[src/rtl/idsadc_wb_host_if.sv]
// Command/response and Wishbone bus bundle for idsadc_wb_host.
//   master : view of the host block (drives cmd_ready, rsp_*, wbm_*_o)
//   slave  : view of the environment (command source, response sink and
//            Wishbone responder)
interface idsadc_wb_host_if;
  localparam int unsigned ADR_W = 32;
  localparam int unsigned DAT_W = 32;
  localparam int unsigned SEL_W = 4;

  // command channel
  logic             cmd_valid;
  logic             cmd_ready;
  logic             cmd_we;
  logic [ADR_W-1:0] cmd_adr;
  logic [DAT_W-1:0] cmd_dat;
  logic [SEL_W-1:0] cmd_sel;

  // response channel
  logic             rsp_valid;
  logic             rsp_ready;
  logic [DAT_W-1:0] rsp_dat;
  logic             rsp_err;

  // Wishbone classic initiator side
  logic             wbm_cyc_o;
  logic             wbm_stb_o;
  logic             wbm_we_o;
  logic [SEL_W-1:0] wbm_sel_o;
  logic [ADR_W-1:0] wbm_adr_o;
  logic [DAT_W-1:0] wbm_dat_o;
  logic             wbm_ack_i;
  logic [DAT_W-1:0] wbm_dat_i;

  modport master (
    input  cmd_valid, cmd_we, cmd_adr, cmd_dat, cmd_sel,
    output cmd_ready,
    output rsp_valid, rsp_dat, rsp_err,
    input  rsp_ready,
    output wbm_cyc_o, wbm_stb_o, wbm_we_o, wbm_sel_o, wbm_adr_o, wbm_dat_o,
    input  wbm_ack_i, wbm_dat_i
  );

  modport slave (
    output cmd_valid, cmd_we, cmd_adr, cmd_dat, cmd_sel,
    input  cmd_ready,
    input  rsp_valid, rsp_dat, rsp_err,
    output rsp_ready,
    input  wbm_cyc_o, wbm_stb_o, wbm_we_o, wbm_sel_o, wbm_adr_o, wbm_dat_o,
    output wbm_ack_i, wbm_dat_i
  );
endinterface

[src/rtl/idsadc_wb_host.sv]
// Wishbone classic initiator: turns one valid/ready command into one
// Wishbone read or write cycle and returns the result on a valid/ready
// response channel. Cycles without ack are aborted after TIMEOUT_CYCLES.
// Ports:
//   wb_clk_i   clock
//   wb_rst_i   asynchronous active-high reset
//   bus        command, response and Wishbone signals (master modport)
//   txn_count  acked transactions, saturating at 16'hFFFF
//   tmo_count  timed-out transactions, saturating at 8'hFF
module idsadc_wb_host #(
  parameter int unsigned TIMEOUT_CYCLES = 255,
  parameter logic [31:0] ERR_DATA       = 32'hDEAD_BEEF
) (
  input  logic                   wb_clk_i,
  input  logic                   wb_rst_i,
  idsadc_wb_host_if.master       bus,
  output logic [15:0]            txn_count,
  output logic [7:0]             tmo_count
);

  localparam int unsigned ADR_W = 32;
  localparam int unsigned DAT_W = 32;
  localparam int unsigned SEL_W = 4;
  localparam int unsigned TXN_W = 16;
  localparam int unsigned TMO_W = 8;
  localparam int unsigned WAIT_W = 16;

  localparam logic [WAIT_W-1:0] WAIT_LAST = WAIT_W'(TIMEOUT_CYCLES - 32'd1);

  localparam logic [1:0] S_IDLE = 2'd0;
  localparam logic [1:0] S_BUS  = 2'd1;
  localparam logic [1:0] S_RESP = 2'd2;

  logic [1:0]        state_q,     state_nxt;
  logic              cmd_ready_q, cmd_ready_nxt;
  logic              cyc_q,       cyc_nxt;
  logic              we_q,        we_nxt;
  logic [SEL_W-1:0]  sel_q,       sel_nxt;
  logic [ADR_W-1:0]  adr_q,       adr_nxt;
  logic [DAT_W-1:0]  dat_q,       dat_nxt;
  logic              rsp_valid_q, rsp_valid_nxt;
  logic              rsp_err_q,   rsp_err_nxt;
  logic [DAT_W-1:0]  rsp_dat_q,   rsp_dat_nxt;
  logic [TXN_W-1:0]  txn_q,       txn_nxt;
  logic [TMO_W-1:0]  tmo_q,       tmo_nxt;
  logic [WAIT_W-1:0] wait_q,      wait_nxt;

  // State and output registers
  always_ff @(posedge wb_clk_i or posedge wb_rst_i) begin
    if (wb_rst_i) begin
      state_q     <= S_IDLE;
      cmd_ready_q <= 1'b1;
      cyc_q       <= 1'b0;
      we_q        <= 1'b0;
      sel_q       <= '0;
      adr_q       <= '0;
      dat_q       <= '0;
      rsp_valid_q <= 1'b0;
      rsp_err_q   <= 1'b0;
      rsp_dat_q   <= '0;
      txn_q       <= '0;
      tmo_q       <= '0;
      wait_q      <= '0;
    end else begin
      state_q     <= state_nxt;
      cmd_ready_q <= cmd_ready_nxt;
      cyc_q       <= cyc_nxt;
      we_q        <= we_nxt;
      sel_q       <= sel_nxt;
      adr_q       <= adr_nxt;
      dat_q       <= dat_nxt;
      rsp_valid_q <= rsp_valid_nxt;
      rsp_err_q   <= rsp_err_nxt;
      rsp_dat_q   <= rsp_dat_nxt;
      txn_q       <= txn_nxt;
      tmo_q       <= tmo_nxt;
      wait_q      <= wait_nxt;
    end
  end

  // Next-state and next-output logic
  always_comb begin
    state_nxt     = state_q;
    cmd_ready_nxt = cmd_ready_q;
    cyc_nxt       = cyc_q;
    we_nxt        = we_q;
    sel_nxt       = sel_q;
    adr_nxt       = adr_q;
    dat_nxt       = dat_q;
    rsp_valid_nxt = rsp_valid_q;
    rsp_err_nxt   = rsp_err_q;
    rsp_dat_nxt   = rsp_dat_q;
    txn_nxt       = txn_q;
    tmo_nxt       = tmo_q;
    wait_nxt      = wait_q;

    case (state_q)
      S_IDLE: begin
        // after a response, cmd_ready is re-raised one cycle into IDLE
        if (!cmd_ready_q) begin
          cmd_ready_nxt = 1'b1;
        end else if (bus.cmd_valid) begin
          cmd_ready_nxt = 1'b0;
          cyc_nxt       = 1'b1;
          we_nxt        = bus.cmd_we;
          sel_nxt       = bus.cmd_sel;
          adr_nxt       = bus.cmd_adr;
          dat_nxt       = bus.cmd_dat;
          wait_nxt      = '0;
          state_nxt     = S_BUS;
        end
      end

      S_BUS: begin
        if (bus.wbm_ack_i) begin
          // ack has priority over a coincident timeout
          cyc_nxt       = 1'b0;
          rsp_dat_nxt   = we_q ? dat_q : bus.wbm_dat_i;
          rsp_err_nxt   = 1'b0;
          rsp_valid_nxt = 1'b1;
          txn_nxt       = (txn_q == '1) ? txn_q : txn_q + TXN_W'(1);
          state_nxt     = S_RESP;
        end else if (wait_q == WAIT_LAST) begin
          cyc_nxt       = 1'b0;
          rsp_dat_nxt   = ERR_DATA;
          rsp_err_nxt   = 1'b1;
          rsp_valid_nxt = 1'b1;
          tmo_nxt       = (tmo_q == '1) ? tmo_q : tmo_q + TMO_W'(1);
          state_nxt     = S_RESP;
        end else begin
          wait_nxt = wait_q + WAIT_W'(1);
        end
      end

      S_RESP: begin
        if (bus.rsp_ready) begin
          rsp_valid_nxt = 1'b0;
          state_nxt     = S_IDLE;
        end
      end

      default: begin
        state_nxt = S_IDLE;
      end
    endcase
  end

  assign bus.cmd_ready = cmd_ready_q;
  assign bus.wbm_cyc_o = cyc_q;
  assign bus.wbm_stb_o = cyc_q;
  assign bus.wbm_we_o  = we_q;
  assign bus.wbm_sel_o = sel_q;
  assign bus.wbm_adr_o = adr_q;
  assign bus.wbm_dat_o = dat_q;
  assign bus.rsp_valid = rsp_valid_q;
  assign bus.rsp_err   = rsp_err_q;
  assign bus.rsp_dat   = rsp_dat_q;
  assign txn_count     = txn_q;
  assign tmo_count     = tmo_q;

endmodule

[src/flat_wrapper.sv]
// flat-port wrapper written by rule: the top's interface ports become plain ports
module idsadc_wb_host_flat 
#(
  parameter int unsigned TIMEOUT_CYCLES = 255,
  parameter logic [31:0] ERR_DATA       = 32'hDEAD_BEEF
)
  (wb_clk_i, wb_rst_i, txn_count, tmo_count, bus_cmd_valid, bus_cmd_we, bus_cmd_adr, bus_cmd_dat, bus_cmd_sel, bus_cmd_ready, bus_rsp_valid, bus_rsp_dat, bus_rsp_err, bus_rsp_ready, bus_wbm_cyc_o, bus_wbm_stb_o, bus_wbm_we_o, bus_wbm_sel_o, bus_wbm_adr_o, bus_wbm_dat_o, bus_wbm_ack_i, bus_wbm_dat_i);
  idsadc_wb_host_if bus_i ();
  input  logic wb_clk_i;
  input  logic wb_rst_i;
  output logic [15:0] txn_count;
  output logic [7:0] tmo_count;
  input wire logic [$bits(bus_i.cmd_valid)-1:0] bus_cmd_valid;
  input wire logic [$bits(bus_i.cmd_we)-1:0] bus_cmd_we;
  input wire logic [$bits(bus_i.cmd_adr)-1:0] bus_cmd_adr;
  input wire logic [$bits(bus_i.cmd_dat)-1:0] bus_cmd_dat;
  input wire logic [$bits(bus_i.cmd_sel)-1:0] bus_cmd_sel;
  output wire logic [$bits(bus_i.cmd_ready)-1:0] bus_cmd_ready;
  output wire logic [$bits(bus_i.rsp_valid)-1:0] bus_rsp_valid;
  output wire logic [$bits(bus_i.rsp_dat)-1:0] bus_rsp_dat;
  output wire logic [$bits(bus_i.rsp_err)-1:0] bus_rsp_err;
  input wire logic [$bits(bus_i.rsp_ready)-1:0] bus_rsp_ready;
  output wire logic [$bits(bus_i.wbm_cyc_o)-1:0] bus_wbm_cyc_o;
  output wire logic [$bits(bus_i.wbm_stb_o)-1:0] bus_wbm_stb_o;
  output wire logic [$bits(bus_i.wbm_we_o)-1:0] bus_wbm_we_o;
  output wire logic [$bits(bus_i.wbm_sel_o)-1:0] bus_wbm_sel_o;
  output wire logic [$bits(bus_i.wbm_adr_o)-1:0] bus_wbm_adr_o;
  output wire logic [$bits(bus_i.wbm_dat_o)-1:0] bus_wbm_dat_o;
  input wire logic [$bits(bus_i.wbm_ack_i)-1:0] bus_wbm_ack_i;
  input wire logic [$bits(bus_i.wbm_dat_i)-1:0] bus_wbm_dat_i;
  assign bus_i.cmd_valid = bus_cmd_valid;
  assign bus_i.cmd_we = bus_cmd_we;
  assign bus_i.cmd_adr = bus_cmd_adr;
  assign bus_i.cmd_dat = bus_cmd_dat;
  assign bus_i.cmd_sel = bus_cmd_sel;
  assign bus_cmd_ready = bus_i.cmd_ready;
  assign bus_rsp_valid = bus_i.rsp_valid;
  assign bus_rsp_dat = bus_i.rsp_dat;
  assign bus_rsp_err = bus_i.rsp_err;
  assign bus_i.rsp_ready = bus_rsp_ready;
  assign bus_wbm_cyc_o = bus_i.wbm_cyc_o;
  assign bus_wbm_stb_o = bus_i.wbm_stb_o;
  assign bus_wbm_we_o = bus_i.wbm_we_o;
  assign bus_wbm_sel_o = bus_i.wbm_sel_o;
  assign bus_wbm_adr_o = bus_i.wbm_adr_o;
  assign bus_wbm_dat_o = bus_i.wbm_dat_o;
  assign bus_i.wbm_ack_i = bus_wbm_ack_i;
  assign bus_i.wbm_dat_i = bus_wbm_dat_i;
  idsadc_wb_host #(.TIMEOUT_CYCLES(TIMEOUT_CYCLES), .ERR_DATA(ERR_DATA)) u_core (.wb_clk_i(wb_clk_i), .wb_rst_i(wb_rst_i), .bus(bus_i), .txn_count(txn_count), .tmo_count(tmo_count));
endmodule
[config.mk]
export PLATFORM = sky130hd
export DESIGN_NAME = idsadc_wb_host_flat
export DESIGN_NICKNAME = d
export VERILOG_FILES = /design/src/rtl/idsadc_wb_host_if.sv /design/src/rtl/idsadc_wb_host.sv /design/src/flat_wrapper.sv
export SDC_FILE = /design/constraint.sdc
export NUM_CORES = 1
export LEC_CHECK = 0
export ABC_AREA = 1
export CAP_MARGIN = 20
export CORE_ASPECT_RATIO = 0.7
export CORE_UTILIZATION = 25
export CTS_CLUSTER_DIAMETER = 150
export DETAILED_ROUTE_END_ITERATION = 16
export GPL_TIMING_DRIVEN = 1
export PLACE_DENSITY = 0.48
export SLEW_MARGIN = 10
export SYNTH_ARGS = -nofsm -noshare
export SYNTH_HDL_FRONTEND = slang
export SYNTH_SLANG_ARGS = --single-unit
[constraint.sdc]
create_clock -name wb_clk_i -period 13 [get_ports wb_clk_i]
set_clock_uncertainty 0.1 [all_clocks]
set_input_delay 1.3 -clock wb_clk_i [delete_from_list [all_inputs] [get_ports wb_clk_i]]
set_output_delay 1.3 -clock wb_clk_i [all_outputs]
set_load 0.03 [all_outputs]
# Word-level counts from Yosys, hierarchy flattened

Index checks and enable logic that the tools add are counted.

Muxes and demuxes: 26
Add/sub/neg operators: 3
Bitwise logic cells: 3
Eq/ne operators: 11
Reductions and logical operators: 12

Operator list:

| kind                                                  | number |
|---|---|
| 2-to-1 mux 32 bit                                     | 3 |
| 2-to-1 mux 16 bit                                     | 4 |
| adder 16 x 1 -> 16 bit, second input constant         | 2 |
| case mux 16 bit (2 select lines)                      | 1 |
| equality test 16 bit, second input constant           | 1 |
| equality test 16 x 8 -> 1 bit, second input constant  | 1 |
| AND reduction 4 bit                                   | 3 |
| 2-to-1 mux 1 bit                                      | 10 |
| 2-to-1 mux 2 bit                                      | 5 |
| AND reduction 3 bit                                   | 3 |
| adder 8 x 1 -> 8 bit, second input constant           | 1 |
| equality test 8 bit, second input constant            | 1 |
| inequality test 2 bit, second input constant          | 4 |
| case mux 2 bit (3 select lines)                       | 1 |
| nonzero test 2 bit                                    | 3 |
| AND reduction 5 bit                                   | 1 |
| case mux 1 bit (2 select lines)                       | 2 |
| inequality test 3 x 2 -> 1 bit, second input constant | 1 |
| NOT 1 bit                                             | 3 |
| equality test 2 x 1 -> 1 bit, second input constant   | 1 |
| equality test 2 bit, second input constant            | 1 |
| zero test 2 bit                                       | 1 |
| inequality test 2 x 1 -> 1 bit, second input constant | 1 |
| AND reduction 2 bit                                   | 1 |

Output and inout port bits: 130
Register bits after elaboration: 147
Bits of input ports: 106
Word-level logic and storage cells: 68

# Logic depth before layout (Yosys ltp)

Depth in word-level cells: 4
Gate-level depth with buffers: 10
Gate-level depth less buffers: 9

# Worst setup path before layout

No wires, ideal clock.

Path kind: input -> register
Start point: in bus_wbm_ack_i
End point: reg u_core.rsp_dat_q[10], in the netlist u_core.bus.rsp_dat[10]
Arrival time: 2.183 ns
Slack: 10.598 ns
Library setup time: 0.119 ns
Stages: 7
Data required time: 12.781 ns
Buffers on the path: 2
Cells stage by stage: buf_4 > inv_1 > nor2_4 > inv_2 > nand2_2 > buf_4 > o21a_1

Longest elaborated chain between the ends: 2
Elaborated cells on any way between the ends: 3
Those cells by class: mux (1); reduce/logical (2)

RTL lines:

| element                              | line                 | text |
|---|---|---|
| start, declared                      | flat_wrapper.sv:29   | `input wire logic [$bits(bus_i.wbm_ack_i)-1:0] bus_wbm_ack_i;` |
| nonzero test 2 bit (no source line)  | n/a                  |  |
| AND reduction 2 bit (no source line) | n/a                  |  |
| end signal, assigned                 | idsadc_wb_host.sv:74 | `rsp_dat_q <= rsp_dat_nxt;` |
| end, declared                        | idsadc_wb_host.sv:43 | `logic [DAT_W-1:0] rsp_dat_q, rsp_dat_nxt;` |

Several ways; a longest one is shown, not always the timed one.
A chain may end at the register's enable or synchronous reset.

# Worst setup path in the final report

Start point: in bus_wbm_ack_i
End point: reg u_core.rsp_dat_q[15], in the netlist u_core.bus.rsp_dat[15]

The elaborated chain is that of the path after synthesis.

==> flow_summary.html <==
<table>
<tr><th>Metric</th><th>Value</th></tr>
<tr><th colspan="2">Pwr</th></tr>
<tr><td>Worst voltage drop across the vdd grid</td><td>120 uV</td></tr>
<tr><td>NetSw</td><td>1010 uW</td></tr>
<tr><td>Power density over the cells</td><td>235 nW/um^2</td></tr>
<tr><td>Internal power contribution</td><td>1400 uW</td></tr>
<tr><td>Cell leakage power</td><td>0.00470 uW</td></tr>
<tr><td>Reg power frac</td><td>30.7%</td></tr>
<tr><td>Combinational share of power</td><td>46.9%</td></tr>
<tr><td>Switching share of total power</td><td>42.0%</td></tr>
<tr><td>Relative contribution of the clock network to total power</td><td>22.4%</td></tr>
<tr><th colspan="2">Outcome</th></tr>
<tr><td>Status</td><td>complete, no violations</td></tr>
<tr><th colspan="2">Layout</th></tr>
<tr><td>Final layout net count</td><td>1181</td></tr>
<tr><td>Most frequent cells in the layout</td><td>401 x nand2_1, 235 x clkdlybuf4s50_1, 145 x dfrtp_1</td></tr>
<tr><td>Fraction of layout instances using a drive strength above 1</td><td>6.09%</td></tr>
<tr><td>Most common cell after layout, fill and taps aside</td><td>nand2_1</td></tr>
<tr><td>Sequential cell area</td><td>3680 um^2</td></tr>
<tr><td>Fill cell count</td><td>2755</td></tr>
<tr><td>Multi-input gate area</td><td>2960 um^2</td></tr>
<tr><td>Antenna cell count</td><td>0</td></tr>
<tr><td>Final cell count without fillers</td><td>1448</td></tr>
<tr><td>Layout overhead on the synthesized area</td><td>47.4%</td></tr>
<tr><th colspan="2">Route</th></tr>
<tr><td>Count of antenna-violating nets left after detailed routing</td><td>0</td></tr>
<tr><td>Average vias per placed instance</td><td>4.24</td></tr>
<tr><td>Final routed wire length divided by cell count</td><td>15.3 um</td></tr>
<tr><td>Detailed-route wire length</td><td>22.2 mm</td></tr>
<tr><td>Starting DRT DRC Count</td><td>304</td></tr>
<tr><td>Detailed-routing iteration count for the pre-antenna-repair pass</td><td>6</td></tr>
<tr><td>Via Count</td><td>6142</td></tr>
<tr><td>Remaining DRCs</td><td>0</td></tr>
<tr><th colspan="2">Global routing</th></tr>
<tr><td>Antenna violations before repair</td><td>2</td></tr>
<tr><td>Wire length of the first global-routing pass</td><td>34.9 mm</td></tr>
<tr><td>Overall overflow remaining after global route</td><td>0</td></tr>
<tr><td>GRT Resource Usage Total</td><td>15.9%</td></tr>
<tr><td>Maximum number of pins on one net before global-route repair</td><td>89</td></tr>
<tr><td>Number of global-route vias before repair</td><td>6120</td></tr>
<tr><th colspan="2">Run</th></tr>
<tr><td>Maxcap violations</td><td>0</td></tr>
<tr><th colspan="2">STA</th></tr>
<tr><td>Post-layout min period</td><td>3.45 ns</td></tr>
<tr><td>Final-report setup violation count</td><td>0</td></tr>
<tr><td>Final Cycle Share</td><td>26.6%</td></tr>
<tr><td>Final Hold Fails</td><td>0</td></tr>
<tr><td>Maximum clock rate</td><td>0.290 GHz</td></tr>
<tr><td>Unrepaired setup endpoints after global routing</td><td>no</td></tr>
<tr><td>Number of max-slew violations in the final report</td><td>0</td></tr>
<tr><td>Slew at the pin closest to its max-slew limit</td><td>0.871 ns</td></tr>
<tr><td>Worst slew margin</td><td>41.9%</td></tr>
<tr><td>Worst Hold Slack</td><td>0.372 ns</td></tr>
<tr><td>Setup total negative slack</td><td>0 ns</td></tr>
<tr><th colspan="2">Floorplan</th></tr>
<tr><td>Core Area</td><td>27100 um^2</td></tr>
<tr><td>Top-Level Pins</td><td>236</td></tr>
<tr><td>Site Rows</td><td>50</td></tr>
<tr><td>DIE HEIGHT</td><td>142 um</td></tr>
<tr><td>Die boundary width</td><td>202 um</td></tr>
<tr><td>Effective utilization at floorplan</td><td>25.7%</td></tr>
<tr><td>Die outline area</td><td>28600 um^2</td></tr>
<tr><th colspan="2">Logic synthesis</th></tr>
<tr><td>Net count after synthesis</td><td>955</td></tr>
<tr><td>Average footprint of a synthesized cell</td><td>8.25 um^2</td></tr>
<tr><td>Register bit total from synthesis</td><td>147</td></tr>
<tr><td>Portion of the post-synthesis area used by sequential elements</td><td>52.8%</td></tr>
<tr><td>Number of cells produced by synthesis</td><td>845</td></tr>
<tr><td>Count of yosys warnings during synthesis</td><td>0</td></tr>
<tr><td>Number of distinct library cell variants in the gate-level netlist after synthesis</td><td>34</td></tr>
<tr><td>Netlist Area Pre-Place</td><td>6970 um^2</td></tr>
<tr><th colspan="2">Clock network</th></tr>
<tr><td>Root cell of the clock tree</td><td>clkbuf_16</td></tr>
<tr><td>Clock tree from TritonCTS</td><td>yes</td></tr>
<tr><td>Post-CTS repair timing setup buffer count</td><td>0</td></tr>
<tr><td>Clk sink count</td><td>147</td></tr>
<tr><td>Cts hold-fix bufs</td><td>0</td></tr>
<tr><td>Clock Pin Slew Worst Setup and Hold Paths</td><td>0.06 ns</td></tr>
<tr><td>Resized cells post-CTS</td><td>0</td></tr>
<tr><td>Depth of the CTS H-tree</td><td>4</td></tr>
<tr><td>Clk Latency, worst-skew pair</td><td>0.43 ns</td></tr>
<tr><td>Number of buffers between clock root and the deepest sink</td><td>2</td></tr>
<tr><td>Number of buffers inserted during clock tree synthesis</td><td>17</td></tr>
<tr><th colspan="2">Worst setup path</th></tr>
<tr><td>Worst Path Max Fanout</td><td>25</td></tr>
<tr><td>Worst EP arrival</td><td>3.72 ns</td></tr>
<tr><td>Required time at the worst-slack endpoint</td><td>13.26 ns</td></tr>
<tr><td>Critical Path Sink Type</td><td>flip-flop</td></tr>
<tr><td>Critical path type</td><td>input port to flip-flop</td></tr>
<tr><td>Type of element launching the critical path</td><td>input port</td></tr>
<tr><th colspan="2">Place</th></tr>
<tr><td>Post-DP HPWL</td><td>15.5 mm</td></tr>
<tr><td>Final weighted congestion in routability-driven placement</td><td>0.827</td></tr>
<tr><td>Inst Count DP</td><td>1416</td></tr>
<tr><td>Port Buf Inserts</td><td>235</td></tr>
<tr><th colspan="2">Min path</th></tr>
<tr><td>Classification of the worst-slack hold path</td><td>flip-flop to flip-flop</td></tr>
</table>
-- through the flow --
stage / instance area [um^2] / utilization, % / setup WS, ns / total power, uW
after detailed placement: 9640 / 35.6 / 8.99 / 1900
after global routing: 10300 / 37.9 / 9.21 / 2560
after floorplan: 6970 / - / 7.65 / 1400
after CTS: 10300 / 37.9 / 9.43 / 2450
after global placement: 9640 / 35.6 / 9.03 / 1890
final: 10300 / 37.9 / 9.55 / 2410
-- state kept, by name, summed over array words and instances, names as in the netlist --
signal	count
u_core.bus.rsp_valid	1
u_core.bus.wbm_dat_o	32
u_core.bus.cmd_ready	1
u_core.bus.wbm_sel_o	4
u_core.txn_count	16
u_core.bus.rsp_err	1
u_core.bus.wbm_we_o	1
u_core.bus.wbm_cyc_o	1
u_core.bus.wbm_adr_o	32
u_core.state_q	2
u_core.tmo_count	8
u_core.bus.rsp_dat	32
u_core.wait_q	16
-- layer usage --
metal  share of wire, %  track usage [%]
met3                8.1             6.34
met2                 42             22.8
met5               0.10                0
met1                 49             21.9
met4                1.6             4.78
-- area by class of cell --
cell class              instances  share of cell area (%)
clock buffers                  23                    4.75
clock inverters                 9                    1.47
inverters                      40                    1.51
multi-input cells             626                    28.8
flip-flops and latches        147                    35.8
well taps                     364                    4.43
repair buffers                239                    23.2
-- worst paths after layout --
path / from / end / slack [ns] / cells past startpoint
setup reg to reg: u_core.state_q[1] / u_core.bus.rsp_dat[15] / 10.61 / 7
max in group asynchronous: wb_rst_i / u_core.bus.wbm_we_o / 10.12 / 3
hold reg to reg: u_core.bus.wbm_adr_o[14] / u_core.bus.wbm_adr_o[14] / 0.37 / 2
hold / removal: u_core.bus.wbm_adr_o[14] / u_core.bus.wbm_adr_o[14] / 0.37 / 2
setup / recovery: bus_wbm_ack_i / u_core.bus.rsp_dat[15] / 9.55 / 7
min in group asynchronous: wb_rst_i / u_core.bus.wbm_sel_o[1] / 1.35 / 2
-- synthesized netlist by cell type, drive strengths merged --
| library cell | number | share of area (%) |
|---|---|---|
| nand3 | 41 | 3.1 |
| inv | 40 | 2.2 |
| a21oi | 7 | 0.66 |
| o21ai | 20 | 2.0 |
| dfrtp | 146 | 52 |
| clkbuf | 14 | 0.75 |
| nand2 | 409 | 22 |
| nor3 | 8 | 0.74 |
| o21a | 18 | 1.9 |
| xor2 | 12 | 1.5 |
| buf | 18 | 1.8 |
| a21o | 1 | 0.11 |
| xnor2 | 7 | 0.88 |
| nor2 | 62 | 4.0 |
| nor3b | 4 | 0.43 |
| o31ai | 9 | 0.97 |
| dfstp | 1 | 0.38 |
| o21bai | 1 | 0.11 |
| mux2i | 17 | 2.4 |
| ha | 4 | 0.72 |
| nand4 | 6 | 0.54 |
-- power by group through the flow --
| stage | clock network (uW) | registers (uW) | logic [uW] |
|---|---|---|---|
| 3_5_place_dp | 0 | 747 | 1150 |
| 6_report | 540 | 740 | 1130 |
| 2_1_floorplan | 0 | 1050 | 357 |
| 4_1_cts | 555 | 743 | 1160 |
| 5_1_grt | 573 | 763 | 1220 |
| 3_3_place_gp | 0 | 747 | 1150 |
-- critical path: stages --
cell and delay, ns:
clkdlybuf4s50_1 0.78, inv_1 0.17, nor2_4 0.54, inv_2 0.25, nand2_2 0.47, nand2_1 0.10, nand2_1 0.08
-- cells by family (layout without fill, tap and decap cells) --
group,count (synthesis),after routing,share of synthesized area (%)
buffers and inverters,72,311,4.70
muxes,17,17,2.44
DFF,147,147,52.8
adders and majority gates,4,4,0.718
and+or+nand+nor,530,530,31.2
xor gates and xnor gates,19,19,2.39
AOI/OAI and AO/OA,56,56,5.76
Note: power is estimated with default switching activity, not from simulation.
